$ cat src/rtl/uart_pkg.sv
// uart_pkg: shared UART state encoding, line levels and payload width for TX and RX.
package uart_pkg;
    typedef enum logic [2:0] {IDLE, START, DATA, PARITY, STOP} state_t;
    localparam logic IDLE_LEVEL  = 1'b1;
    localparam logic START_LEVEL = 1'b0;
    localparam int   DATA_BITS   = 8;
    localparam int   IDX_W       = $clog2(DATA_BITS);
endpackage

$ cat src/rtl/baud_tick.sv
// baud_tick: bit-boundary strobe every CLKS_PER_BIT cycles, restarted by clear_i.
module baud_tick #(
    parameter int CLKS_PER_BIT = 1
) (
    input  logic clk,
    input  logic reset,
    input  logic clear_i,
    output logic tick_o
);
    logic [15:0] cnt_q, cnt_d;

    assign tick_o = cnt_q == 16'(CLKS_PER_BIT - 1);
    assign cnt_d  = (clear_i || tick_o) ? '0 : cnt_q + 16'd1;

    always_ff @(posedge clk or posedge reset) begin
        if (reset) cnt_q <= '0;
        else       cnt_q <= cnt_d;
    end
endmodule

$ cat src/rtl/transmitter.sv
// transmitter: UART TX serialiser (start, 8 data LSB first, stop bits); parity bit added when TX_PARITY_EN is defined.
module transmitter
    import uart_pkg::*;
#(
    parameter int CLKS_PER_BIT = 1,
    parameter int STOP_BITS    = 1
`ifdef TX_PARITY_EN
    , parameter bit PARITY_ODD = 1'b0
`endif
) (
    input  logic       clk,
    input  logic       reset,
    input  logic       send,
    input  logic [7:0] data,
    output logic       TXD,
    output logic       tx_busy,
    output logic       tx_done
);
    state_t                 state_q, state_d;
    logic [DATA_BITS-1:0]   shift_q, shift_d;
    logic [IDX_W-1:0]       idx_q, idx_d;
    logic                   stop_q, stop_d;
    logic                   txd_q, txd_d, busy_q, busy_d, done_q, done_d;
    logic                   tick;
`ifdef TX_PARITY_EN
    logic                   par_q, par_d;
`endif

    baud_tick #(.CLKS_PER_BIT(CLKS_PER_BIT)) u_baud (
        .clk(clk), .reset(reset), .clear_i(state_q == IDLE), .tick_o(tick)
    );

    always_comb begin
        state_d = state_q;
        shift_d = shift_q;
        idx_d   = idx_q;
        stop_d  = stop_q;
        done_d  = 1'b0;
`ifdef TX_PARITY_EN
        par_d   = par_q;
`endif
        case (state_q)
            IDLE: if (send) begin
                state_d = START;
                shift_d = data;
                idx_d   = '0;
                stop_d  = 1'b0;
`ifdef TX_PARITY_EN
                par_d   = ^data ^ PARITY_ODD;
`endif
            end
            START: if (tick) state_d = DATA;
            DATA: if (tick) begin
                if (idx_q == IDX_W'(DATA_BITS - 1)) begin
`ifdef TX_PARITY_EN
                    state_d = PARITY;
`else
                    state_d = STOP;
`endif
                end else begin
                    idx_d   = idx_q + IDX_W'(1);
                    shift_d = shift_q >> 1;
                end
            end
`ifdef TX_PARITY_EN
            PARITY: if (tick) state_d = STOP;
`endif
            STOP: if (tick) begin
                if (stop_q == 1'(STOP_BITS - 1)) begin
                    state_d = IDLE;
                    done_d  = 1'b1;
                end else begin
                    stop_d  = stop_q + 1'b1;
                end
            end
            default: state_d = IDLE;
        endcase
        // Line level is registered from the next state so TXD changes exactly on bit boundaries.
`ifdef TX_PARITY_EN
        txd_d = state_d == START ? START_LEVEL : state_d == DATA ? shift_d[0] : state_d == PARITY ? par_q : IDLE_LEVEL;
`else
        txd_d = state_d == START ? START_LEVEL : state_d == DATA ? shift_d[0] : IDLE_LEVEL;
`endif
        busy_d = state_d != IDLE;
    end

    always_ff @(posedge clk or posedge reset) begin
        if (reset) begin
            state_q <= IDLE;
            shift_q <= '0;
            idx_q   <= '0;
            stop_q  <= 1'b0;
            txd_q   <= IDLE_LEVEL;
            busy_q  <= 1'b0;
            done_q  <= 1'b0;
`ifdef TX_PARITY_EN
            par_q   <= 1'b0;
`endif
        end else begin
            state_q <= state_d;
            shift_q <= shift_d;
            idx_q   <= idx_d;
            stop_q  <= stop_d;
            txd_q   <= txd_d;
            busy_q  <= busy_d;
            done_q  <= done_d;
`ifdef TX_PARITY_EN
            par_q   <= par_d;
`endif
        end
    end

    assign TXD     = txd_q;
    assign tx_busy = busy_q;
    assign tx_done = done_q;
endmodule

$ cat config.mk
export PLATFORM = sky130hd
export DESIGN_NAME = transmitter
export DESIGN_NICKNAME = d
export VERILOG_FILES = /design/src/rtl/uart_pkg.sv /design/src/rtl/baud_tick.sv /design/src/rtl/transmitter.sv
export SDC_FILE = /design/constraint.sdc
export NUM_CORES = 1
export LEC_CHECK = 0
export CAP_MARGIN = 20
export CORE_ASPECT_RATIO = 0.7
export CORE_MARGIN = 10
export CORE_UTILIZATION = 50
export CTS_BUF_LIST = sky130_fd_sc_hd__clkbuf_4
export CTS_CLUSTER_DIAMETER = 40
export DETAILED_ROUTE_END_ITERATION = 8
export PLACE_DENSITY = 0.76
export SYNTH_ARGS = -nofsm -noshare
export SYNTH_HDL_FRONTEND = slang
export SYNTH_SLANG_ARGS = --single-unit
$ cat constraint.sdc
create_clock -name clk -period 2.2 [get_ports clk]
set_input_delay 0.66 -clock clk [delete_from_list [all_inputs] [get_ports clk]]
set_output_delay 0.66 -clock clk [all_outputs]
set_load 0.01 [all_outputs]
== After elaboration in Yosys (flattened, before gate mapping) ==
Cells that the tools add are included.

* Register bits after elaboration: 34
* Output and inout port bits: 3

* Add/sub/neg operators: 3
* Equal/unequal tests: 10
* Mux-type cells: 25
* Reductions and logical operators: 8

{| class="wikitable"
|+ Operators by type and width
! kind !! count
|-
| $mux 3 || 9
|-
| $mux 8 || 3
|-
| $add 16x1->16 const B || 1
|-
| $logic_not 16->1 || 1
|-
| $mux 16 || 1
|-
| $pmux 8 s2 || 1
|-
| $pmux 3 s4 || 1
|-
| $mux 1 || 8
|-
| $eq 3x1->1 const B || 2
|-
| $eq 3x2->1 const B || 2
|-
| $eq 3x3->1 const B || 2
|-
| $pmux 3 s2 || 1
|-
| $ne 2x1->1 const B || 2
|-
| $ne 2x2->1 const B || 2
|-
| $reduce_and 4->1 || 1
|-
| $reduce_bool 2->1 || 2
|-
| $add 3x1->3 const B || 1
|-
| $logic_not 3->1 || 1
|-
| $reduce_and 3->1 || 1
|-
| $reduce_bool 3->1 || 1
|-
| $pmux 1 s2 || 1
|-
| $add 1x1->1 const B || 1
|-
| $logic_or 1x1->1 || 1
|}

== Longest topological paths before layout ==
Gate-level depths: netlist (run 1).

* Word-level depth: 7
* Depth in mapped cells: 7
* Mapped depth without buffers: 6

== By module ==
A second synthesis (run 1) with hierarchy kept.

* Cell total of the unflattened synthesis: 168
* Area, all modules: 1677.9 µm²

{| class="wikitable"
|+ By module, submodules not included
! module !! instances !! cells each !! area each (µm²) !! sequential area each (µm²)
|-
| transmitter || 1 || 80 || 848.3 || 426.7
|-
| baud_tick || 1 || 88 || 829.5 || 400.4
|}

== Least setup slack after synthesis (run 1) ==
No wires, ideal clock.

* Path kind: register -> register
* From: reg u_baud.cnt_q[0]
* To: reg idx_q[0]
* Arrival: 1.680 ns
* Data required time: 2.075 ns
* Path slack: 0.395 ns
* Stages on the path, launching flop included: 8
* Path buffers: 1
* Clock period less this slack: 1.805 ns
* Cells stage by stage: dfrtp_1 inv_1 ha_1 nor4b_2 and4_1 buf_6 a21oi_4 mux2_4

* Cells in the longest elaborated chain, start to end: 3

{| class="wikitable"
|+ RTL lines
! element !! line !! source
|-
| start, declared || baud_tick.sv:10 || <nowiki>logic [15:0] cnt_q, cnt_d;</nowiki>
|-
| start signal, assigned || baud_tick.sv:17 || <nowiki>else cnt_q <= cnt_d;</nowiki>
|-
| $logic_not 16->1 || baud_tick.sv:12 || <nowiki>assign tick_o = cnt_q == 16'(CLKS_PER_BIT - 1);</nowiki>
|-
| $ne 2x1->1 (no source line) || n/a ||
|-
| $reduce_and 4->1 (no source line) || n/a ||
|-
| end signal, assigned || transmitter.sv:102 || <nowiki>idx_q <= idx_d;</nowiki>
|-
| end, declared || transmitter.sv:21 || <nowiki>logic [IDX_W-1:0] idx_q, idx_d;</nowiki>
|}

Every way passes these cells.
A chain may end at the register's enable or synchronous reset.

== Worst setup path in the final report (run 1) ==
* From: reg txd_q, in the netlist TXD
* To: out TXD

{| class="wikitable"
|+ RTL lines
! element !! line !! source
|-
| start, declared || transmitter.sv:23 || <nowiki>logic txd_q, txd_d, busy_q, busy_d, done_q, done_d;</nowiki>
|-
| start signal, assigned || transmitter.sv:104 || <nowiki>txd_q <= txd_d;</nowiki>
|-
| end, declared || transmitter.sv:15 || <nowiki>output logic TXD,</nowiki>
|}

No word-level cell between the ends.

==> metrics.cfg, run 1 <==
[worst_setup_path]
required_ps = 1540
cp_slowest_stage_delay_ps = 530
capture_point_of_the_worst_path = TXD
worst_setup_path_end_kind = output pin
path_buf_inv = 1
crit_path_cell_trace = clkdlybuf4s50_1
worst-endpoint-arrival_ps = 1390
worst_path_max_delay_cell = dfstp_2
startpoint = TXD
timing.rr.start = u_baud.cnt_q[0]
crit_cells = 1
worstReg2RegEnd = shift_q[4]
highest_net_fanout_along_the_worst_path = 1
timing.reg2reg.setup_slack_ps = 170
worstSetupPathType = reg2out
start_kind = register
rr_worst_depth = 6
cell_family_contributing_the_most_delay_on_the_critical_path = flip-flops

[floorplanning]
num_rows = 17
die_width_um = 90.06
placeableCoreArea_mm2 = 0.003233
number_of_ports_placed_on_the_die_boundary = 14
dieArea_mm2 = 0.006218
initial_core_util_pct = 53.13
die_h_um = 69.04

[sta]
setup_violations = 0
final_period_minus_worst_setup_slack_ps = 2048
setup_slack_ps = 152.4
timing.final.crit_share_pct = 93.07
fmax_mhz = 488.4
tightestPinTransition_ps = 459.3
fin_worst_skew_ps = 12.95
rsz0062_at_grt = false
finalMaxSlewViolations = 0
setup_total_negative_slack_ps = 0
slew_headroom_pct = 69.20
hold_viol = 0

[power_and_ir_drop]
power.density_mw_per_mm2 = 870.6
max_ir_drop_vdd_v = 0.0004909
total_power_of_the_final_layout_w = 0.001682
pwr-share-clk_pct = 19.3
power.leakage_nw = 0.8377
cell_internal_pwr_w = 0.001144
share_seq_of_total_power_pct = 49.9
sw_frac_of_total_pct = 31.99
switching_power_w = 0.0005380
pwr-share-comb_pct = 30.8

[cts]
cts_hold_repair.buffers = 0
ctsResizeCount = 0
htreeDepth = 2
clock_tree_from_tritoncts = yes
ctsRootBufferMaster = clkbuf_4
largest_buffer_count_on_any_clock_path = 2
cts.clk_slew.worst_paths_ps = 100
cts.sinks = 33
clock_insertion_delay_worst_skew_ps = 330
post-cts-setup-buffers = 0
cts_inserted_buffers = 5

[placed_design]
placed_cells = 212
globalplace.congestion = 0.8111
placement_setup_slack_ps = 88.80
count_of_port_buffers_added_during_placement = 13
post_dp_cell_area_mm2 = 0.001876
detailedPlacementHpwl_mm = 2.488

[detailed_routing]
routed_via_density = 5.636
initialDrtViolationCount = 57
totalWireLength_mm = 3.429
routedWlPerCell_um = 15.59
route.antenna.remaining_nets = 0
detail_route.first_pass.iterations = 4
post_detailed_route_drc_marker_count = 0
via_count = 1240

[global_routing]
grt_pass1_wl_mm = 5.920
grt_pass1_vias = 1208
grt_antenna_before_repair = 0
largest_net_degree_at_the_start_of_global_routing = 34
grt_util_all_layers_pct = 11.22
globalRouteOverflowTotal = 0

[outcome]
run_status = completed

[layout]
layout.cells.most_common = dfrtp_1
final_nets = 188
filler_cell_count = 284
commonest_cells_after_routing_fill_and_taps_aside = 32 x dfrtp_1, 14 x nor2_1, 13 x clkdlybuf4s50_1
final_layout_size_suffix_gt1_share_pct = 14.45
final_cell_area_mm2 = 0.001932
antenna_cells = 0
layout-area-overhead-vs-synth_pct = 12.45
final_cell_count_no_fill = 220

[synth]
syn_avg_cell_area_um2 = 11.01
synth_sequential_area_ratio_pct = 48.14
syn-cell-area_mm2 = 0.001718
synth.net_count = 171
ys.warnings.count = 0
syn-instance-count = 156
synth.distinct_cells = 46
synth_edf_count = 0
asyncSetResetFlopFracSynth_pct = 100.0
ys_seq_elements = 33
ys_dominant_reg_cell = dfrtp_1

[flow_run]
max_cap_violations = 0

[hold_path]
min_path_type = reg2reg

-- layer usage --
layer / track usage, % / wire [um]
met1: 14.46 / 1682
met2: 16.64 / 1559
met3: 3.772 / 131
met4: 4.878 / 56
met5: 0 / 0
-- layout make-up --
cell class / instances / area (um2) / share of cell area (%)
clock inverter: 1 / 3.754 / 0.1943
multi-input combinational: 109 / 814.5 / 42.16
tap: 47 / 58.81 / 3.044
sequential: 33 / 827.0 / 42.81
clock buffer: 6 / 45.04 / 2.332
timing repair buffer: 16 / 152.6 / 7.902
inverter: 8 / 30.03 / 1.554
-- sequential cells by signal (all words and copies together), names as in the netlist --
| register | cells |
|---|---|
| tx_busy | 1 |
| u_baud.cnt_q | 16 |
| shift_q | 8 |
| state_q | 3 |
| TXD | 1 |
| tx_done | 1 |
| idx_q | 3 |
-- metrics by stage --
stage	utilization [%]	hold WS (ps)
6_report	59.75	513.2
5_1_grt	59.75	555.8
4_1_cts	59.52	518.0
3_5_place_dp	58.01	492.6
3_3_place_gp	58.01	493.0
2_1_floorplan	-	466.5
-- worst min-delay path by stage --
| stage | end | depth (start not counted) | slack, ps | startpoint |
|---|---|---|---|---|
| 6_report | shift_q[7] | 1 | 510 | shift_q[7] |
| 5_1_grt | idx_q[1] | 1 | 560 | idx_q[1] |
| 4_1_cts | shift_q[7] | 1 | 520 | shift_q[7] |
| 3_5_place_dp | shift_q[7] | 1 | 490 | shift_q[7] |
| 3_3_place_gp | shift_q[6] | 1 | 490 | shift_q[7] |
| 2_1_floorplan | shift_q[7] | 1 | 470 | shift_q[7] |
-- cells by family (layout without fill, tap and decap cells) --
kind of cell               count (synthesis)  count (layout)  share of synthesized area, %
AOI/OAI and AO/OA                         26              26                         11.80
xor gates and xnor gates                  10              10                         5.099
adders and majority gates                  4               4                         2.913
buffers and inverters                     14              31                         4.442
DFF                                       33              33                         48.14
muxes                                      4               4                         2.913
and+or+nand+nor                           65              65                         24.69
-- power by group through the flow --
stage / clock (W) / sequential (W) / combinational (W)
final: 0.000324 / 0.000840 / 0.000518
after global routing: 0.000363 / 0.000862 / 0.000566
after global placement: 0 / 0.000843 / 0.000494
after CTS: 0.000334 / 0.000840 / 0.000520
after floorplan: 0 / 0.000798 / 0.000425
after detailed placement: 0 / 0.000850 / 0.000520
-- Yosys cell counts (4+ instances only) --
master | count | area, um2
ha_1 | 4 | 50.05
and2_1 | 6 | 37.54
a21oi_1 | 5 | 25.02
a221o_1 | 6 | 60.06
nor2b_1 | 4 | 25.02
o21ai_0 | 5 | 25.02
nor2_1 | 14 | 52.55
xor2_1 | 9 | 78.83
nand2_1 | 5 | 18.77
dfrtp_1 | 32 | 800.8
inv_1 | 8 | 30.03
nand3_1 | 7 | 35.03
nand4_1 | 7 | 43.79
Power figures use the tool's default switching activity.
==> run 2, diff against run 1 <==
Settings changed: DONT_BUFFER_PORTS set to 1, PLACE_DENSITY 0.76 to 0.71.
==> run 2 against run 1 <==
- first-iteration DRC count grew 63%
- sequential power grew 2%
- die area is the same
- sequential cell count is the same
- clock power grew 41%
- critical path depth grew 5
- combinational power shrank 13%
- sequential share of layout area grew 2.3 points
==> metrics.cfg, run 2 (synthesis gave the netlist of run 1 again) <==
[layout]
layout.cells.most_common = dfrtp_1  ; unchanged
area_used_by_multi_input_combinational_logic_um2 = 814.5  ; unchanged
largest_register_ff_count = 16  ; unchanged
antenna_cells = 0  ; unchanged
layout-area-overhead-vs-synth_pct = 6.628  ; was 12.45%
final_layout_size_suffix_gt1_share_pct = 16.15  ; was 14.45%
final_nets = 175  ; was 188
filler_cell_count = 289  ; was 284
regArea_um2 = 827.0  ; unchanged
top_regs = u_baud.cnt_q: 16 flops, shift_q: 8 flops  ; unchanged
regMostFlops = u_baud.cnt_q  ; unchanged
commonest_cells_after_routing_fill_and_taps_aside = 32 x dfrtp_1, 14 x nor2_1, 9 x xor2_1  ; was 32 x dfrtp_1, 14 x nor2_1, 13 x clkdlybuf4s50_1

[detailed_routing]
route.antenna.remaining_nets = 0  ; unchanged
totalWireLength_mm = 3.321  ; was 3.429 mm
initialDrtViolationCount = 93  ; was 57
post_detailed_route_drc_marker_count = 0  ; unchanged
detail_route.first_pass.iterations = 5  ; was 4
via_count = 1165  ; was 1240
routedWlPerCell_um = 15.97  ; was 15.59 um
routed_via_density = 5.601  ; was 5.636

[worst_setup_path]
required_ps = 2440  ; was 1540 ps
worstSetupPathType = reg2reg  ; was reg2out
highest_net_fanout_along_the_worst_path = 10  ; was 1
worst_setup_path_end_kind = register  ; was output pin
timing.reg2reg.setup_slack_ps = 260  ; was 170 ps
worstReg2RegEnd = idx_q[0]  ; was shift_q[4]
timing.rr.start = u_baud.cnt_q[0]  ; unchanged
worst-endpoint-arrival_ps = 2180  ; was 1390 ps
start_kind = register  ; unchanged
rr_worst_depth = 6  ; unchanged

[sta]
setup_violations = 0  ; unchanged
rsz0062_at_grt = false  ; unchanged
timing.final.crit_share_pct = 88.34  ; was 93.07%
slew_headroom_pct = 69.22  ; was 69.20%
tightestPinTransition_ps = 459.7  ; was 459.3 ps
fin_worst_skew_ps = 9.692  ; was 12.95 ps
finalMaxSlewViolations = 0  ; unchanged
fmax_mhz = 514.6  ; was 488.4 MHz
final_period_minus_worst_setup_slack_ps = 1943  ; was 2048 ps
setup_total_negative_slack_ps = 0  ; unchanged
hold_viol = 0  ; unchanged

[floorplanning]
dieArea_mm2 = 0.006218  ; unchanged
number_of_ports_placed_on_the_die_boundary = 14  ; unchanged
num_rows = 17  ; unchanged
initial_core_util_pct = 53.13  ; unchanged
die_h_um = 69.04  ; unchanged
placeableCoreArea_mm2 = 0.003233  ; unchanged
die_width_um = 90.06  ; unchanged

[cts]
clock_tree_from_tritoncts = yes  ; unchanged
htreeDepth = 2  ; unchanged
cts_hold_repair.buffers = 0  ; unchanged
ctsRootBufferMaster = clkbuf_4  ; unchanged
cts.clk_slew.worst_paths_ps = 100  ; about the same
cts_inserted_buffers = 5  ; unchanged
cts.sinks = 33  ; unchanged
clock_insertion_delay_worst_skew_ps = 340  ; was 330 ps
post-cts-setup-buffers = 0  ; unchanged
largest_buffer_count_on_any_clock_path = 2  ; unchanged
ctsResizeCount = 0  ; unchanged

[flow_run]
max_cap_violations = 0  ; unchanged

[hold_path]
min_path_type = in2async  ; was reg2reg

[placed_design]
globalplace.congestion = 0.7749  ; was 0.8111
count_of_port_buffers_added_during_placement = 0  ; was 13
detailedPlacementHpwl_mm = 2.374  ; was 2.488 mm

[power_and_ir_drop]
power.leakage_nw = 0.8014  ; was 0.8377 nW
total_power_of_the_final_layout_w = 0.001765  ; was 0.001682 W
power.density_mw_per_mm2 = 963.3  ; was 870.6 mW/mm2
max_ir_drop_vdd_v = 0.0004582  ; was 0.0004909 V

[global_routing]
grt_pass1_wl_mm = 5.816  ; was 5.920 mm
largest_net_degree_at_the_start_of_global_routing = 34  ; unchanged
grt_antenna_before_repair = 0  ; unchanged
grt_pass1_vias = 1230  ; was 1208
globalRouteOverflowTotal = 0  ; unchanged
grt_util_all_layers_pct = 11.27  ; was 11.22%

[outcome]
run_status = completed  ; unchanged

[run 2: critical path, stage by stage (launching register included)]
cell and delay (ps):
dfrtp_1 440, inv_1 60, ha_1 190, nor4b_2 170, and4_1 290, a21oi_4 350, mux2_4 340
[run 2: through the flow]
stage	area [um2]	worst slack [ps]	utilization [%]	instances	hold slack, ps
floorplan	1718	394.6	-	156	466.5
global placement	1745	336.1	53.99	199	487.5
detailed placement	1753	279.3	54.22	200	484.1
CTS	1832	265.6	56.66	208	292.8
global route	1832	180.1	56.66	208	297.2
finish	1832	256.6	56.66	208	279.0
[run 2: worst max-delay path by stage]
| stage | start | end | slack, ps | cells past startpoint |
|---|---|---|---|---|
| 4_1_cts | u_baud.cnt_q[0] | idx_q[0] | 270 | 6 |
| 5_1_grt | u_baud.cnt_q[0] | idx_q[0] | 180 | 6 |
| 6_report | u_baud.cnt_q[0] | idx_q[0] | 260 | 6 |
| 2_1_floorplan | u_baud.cnt_q[0] | idx_q[0] | 390 | 7 |
| 3_3_place_gp | u_baud.cnt_q[0] | idx_q[0] | 340 | 6 |
| 3_5_place_dp | u_baud.cnt_q[0] | idx_q[1] | 280 | 6 |
[run 2: routing by layer]
metal  vias up  GRT usage, %  wire length [um]
li1        572             -                 -
met4         0         4.181                23
met3         4         6.789               253
met1       563         14.60              1656
met2        26         14.73              1388
met5         -             0                 0
[run 2: layout make-up]
type | instances | share of cell area [%]
Multi-Input combinational cell | 109 | 44.47
Inverter | 8 | 1.639
Sequential cell | 33 | 45.15
Tap cell | 47 | 3.210
Clock inverter | 2 | 1.844
Timing Repair Buffer | 3 | 1.230
Clock buffer | 6 | 2.459
[run 2: report_power, final]
group | switching (W) | leakage, nW | internal, W
Clock | 0.000210 | 0.0433 | 0.000249
Combinational | 0.000215 | 0.320 | 0.000234
Sequential | 0.000122 | 0.438 | 0.000736
Total | 0.000546 | 0.801 | 0.00122
==> run 3, diff against run 2 <==
Settings changed: CAP_MARGIN 20 to 25, CORE_UTILIZATION 50 to 64, PLACE_DENSITY 0.71 to 0.86.
==> run 3 against run 2 <==
- count of clock-buffer cells in the layout is the same
- clock skew shrank 2.1 ps
- largest power group unchanged
- clock power shrank 31%
- sequential cell count is the same
- first-iteration DRC count grew 5.4%
- critical endpoint is now shift_q[6]
- global-route usage grew 2.3 points
- critical path type unchanged
- sequential power is essentially flat
- non-clock buffer count shrank 1
- worst hold slack gained 5.8 ps
- power shrank 8.5%
- cell count shrank 7.2%
==> metrics.cfg, run 3 (synthesis gave the netlist of run 1 again) <==
[cts]
cts_hold_repair.buffers = 0  ; unchanged
cts.sinks = 33  ; unchanged
ctsRootBufferMaster = clkbuf_4  ; unchanged
cts.clk_slew.worst_paths_ps = 90  ; was 100 ps
ctsResizeCount = 0  ; unchanged
largest_buffer_count_on_any_clock_path = 2  ; unchanged
cts_inserted_buffers = 5  ; unchanged
clock_tree_from_tritoncts = yes  ; unchanged
post-cts-setup-buffers = 0  ; unchanged
htreeDepth = 2  ; unchanged
clock_insertion_delay_worst_skew_ps = 330  ; was 340 ps

[power_and_ir_drop]
switching_power_w = 0.0005221  ; was 0.0005460 W
share_seq_of_total_power_pct = 53.0  ; was 48.6%
power.leakage_nw = 0.7821  ; was 0.8014 nW
max_ir_drop_vdd_v = 0.0005281  ; was 0.0004582 V
power.density_mw_per_mm2 = 907.8  ; was 963.3 mW/mm2
pwr-share-comb_pct = 27.4  ; was 25.4%
sw_frac_of_total_pct = 32.35  ; was 30.94%
cell_internal_pwr_w = 0.001092  ; was 0.001219 W
pwr-share-clk_pct = 19.6  ; was 26.0%

[detailed_routing]
via_count = 1218  ; was 1165
route.antenna.remaining_nets = 0  ; unchanged
totalWireLength_mm = 3.259  ; was 3.321 mm
detail_route.first_pass.iterations = 4  ; was 5
routedWlPerCell_um = 16.89  ; was 15.97 um
post_detailed_route_drc_marker_count = 0  ; unchanged
initialDrtViolationCount = 98  ; was 93
routed_via_density = 6.311  ; was 5.601

[global_routing]
globalRouteOverflowTotal = 0  ; unchanged
grt_util_all_layers_pct = 13.61  ; was 11.27%
grt_pass1_vias = 1220  ; was 1230
largest_net_degree_at_the_start_of_global_routing = 34  ; unchanged
grt_pass1_wl_mm = 5.547  ; was 5.816 mm
grt_antenna_before_repair = 0  ; unchanged

[layout]
final_nets = 174  ; was 175
filler_cell_count = 175  ; was 289
top_regs = u_baud.cnt_q: 16 flops, shift_q: 8 flops  ; unchanged
final_cell_count_no_fill = 193  ; was 208
layout-area-overhead-vs-synth_pct = 3.496  ; was 6.628%
antenna_cells = 0  ; unchanged
final_layout_size_suffix_gt1_share_pct = 15.09  ; was 16.15%
layout.cells.most_common = dfrtp_1  ; unchanged
regMostFlops = u_baud.cnt_q  ; unchanged
commonest_cells_after_routing_fill_and_taps_aside = 32 x dfrtp_1, 14 x nor2_1, 9 x xor2_1  ; unchanged
largest_register_ff_count = 16  ; unchanged

[floorplanning]
initial_core_util_pct = 68.31  ; was 53.13%
placeableCoreArea_mm2 = 0.002515  ; was 0.003233 mm2
num_rows = 15  ; was 17
dieArea_mm2 = 0.005190  ; was 0.006218 mm2
die_h_um = 63.35  ; was 69.04 um
number_of_ports_placed_on_the_die_boundary = 14  ; unchanged
die_width_um = 81.93  ; was 90.06 um

[worst_setup_path]
start_kind = register  ; unchanged
worst_setup_path_end_kind = register  ; unchanged
worstSetupPathType = reg2reg  ; unchanged
highest_net_fanout_along_the_worst_path = 10  ; unchanged
worst-endpoint-arrival_ps = 2210  ; was 2180 ps
required_ps = 2410  ; was 2440 ps

[sta]
setup_total_negative_slack_ps = 0  ; unchanged
finalMaxSlewViolations = 0  ; unchanged
tightestPinTransition_ps = 677.8  ; was 459.7 ps
final_period_minus_worst_setup_slack_ps = 2000  ; was 1943 ps
rsz0062_at_grt = false  ; unchanged
fmax_mhz = 499.9  ; was 514.6 MHz
hold_viol = 0  ; unchanged
timing.final.crit_share_pct = 90.92  ; was 88.34%
fin_worst_skew_ps = 7.576  ; was 9.692 ps
setup_violations = 0  ; unchanged
slew_headroom_pct = 54.62  ; was 69.22%

[hold_path]
min_path_type = in2async  ; unchanged

[placed_design]
placed_cells = 186  ; was 200
count_of_port_buffers_added_during_placement = 0  ; unchanged
globalplace.congestion = 0.8326  ; was 0.7749
detailedPlacementHpwl_mm = 2.388  ; was 2.374 mm

[outcome]
run_status = completed  ; unchanged

[flow_run]
max_cap_violations = 0  ; unchanged

[run 3: worst max-delay path, cell delays in order (launching register included)]
cell	delay, ps
dfrtp_1	450
inv_1	80
ha_1	140
nor4b_2	270
and4_1	410
a21oi_4	160
a221o_1	350
[run 3: worst paths after layout]
| kind | from | end | slack (ps) | cells past startpoint |
|---|---|---|---|---|
| max | u_baud.cnt_q[0] | shift_q[6] | 200 | 6 |
| min | reset | shift_q[5] | 280 | 2 |
| max reg2reg | u_baud.cnt_q[0] | shift_q[6] | 200 | 6 |
| min reg2reg | shift_q[1] | shift_q[1] | 520 | 1 |
| max in group asynchronous | reset | TXD | 1580 | 2 |
| min in group clk | data[7] | shift_q[7] | 480 | 1 |
[run 3: power by group through the flow]
| stage | Sequential [W] | Combinational, W | Clock (W) |
|---|---|---|---|
| floorplan | 0.000798 | 0.000425 | 0 |
| global placement | 0.000855 | 0.000416 | 0 |
| detailed placement | 0.000866 | 0.000449 | 0 |
| CTS | 0.000857 | 0.000449 | 0.000325 |
| global route | 0.000873 | 0.000490 | 0.000355 |
| finish | 0.000856 | 0.000442 | 0.000316 |
[run 3: cell type report]
class / count / area [um2] / share of cell area [%]
Inverter: 8 / 30.03 / 1.689
Timing Repair Buffer: 2 / 15.01 / 0.8445
Clock buffer: 6 / 45.04 / 2.533
Clock inverter: 1 / 3.754 / 0.2111
Sequential cell: 33 / 827.0 / 46.52
Tap cell: 34 / 42.54 / 2.393
Multi-Input combinational cell: 109 / 814.5 / 45.81
[run 3: routing by layer]
layer	share of wire [%]	global-route usage, %
met1	45	17.45
met5	0	0
met4	2.5	5.932
met2	46	19.53
met3	6.6	5.382
[run 3: stage by stage]
step | instance area (um2) | hold slack [ps] | util, % | total power, W | setup slack, ps
finish | 1778 | 284.9 | 70.70 | 0.001614 | 199.7
global route | 1778 | 322.8 | 70.70 | 0.001717 | 114.7
CTS | 1778 | 293.0 | 70.70 | 0.001631 | 204.4
detailed placement | 1729 | 494.0 | 68.76 | 0.001316 | 225.7
global placement | 1722 | 486.4 | 68.46 | 0.001271 | 345.6
floorplan | 1718 | 466.5 | - | 0.001223 | 394.6
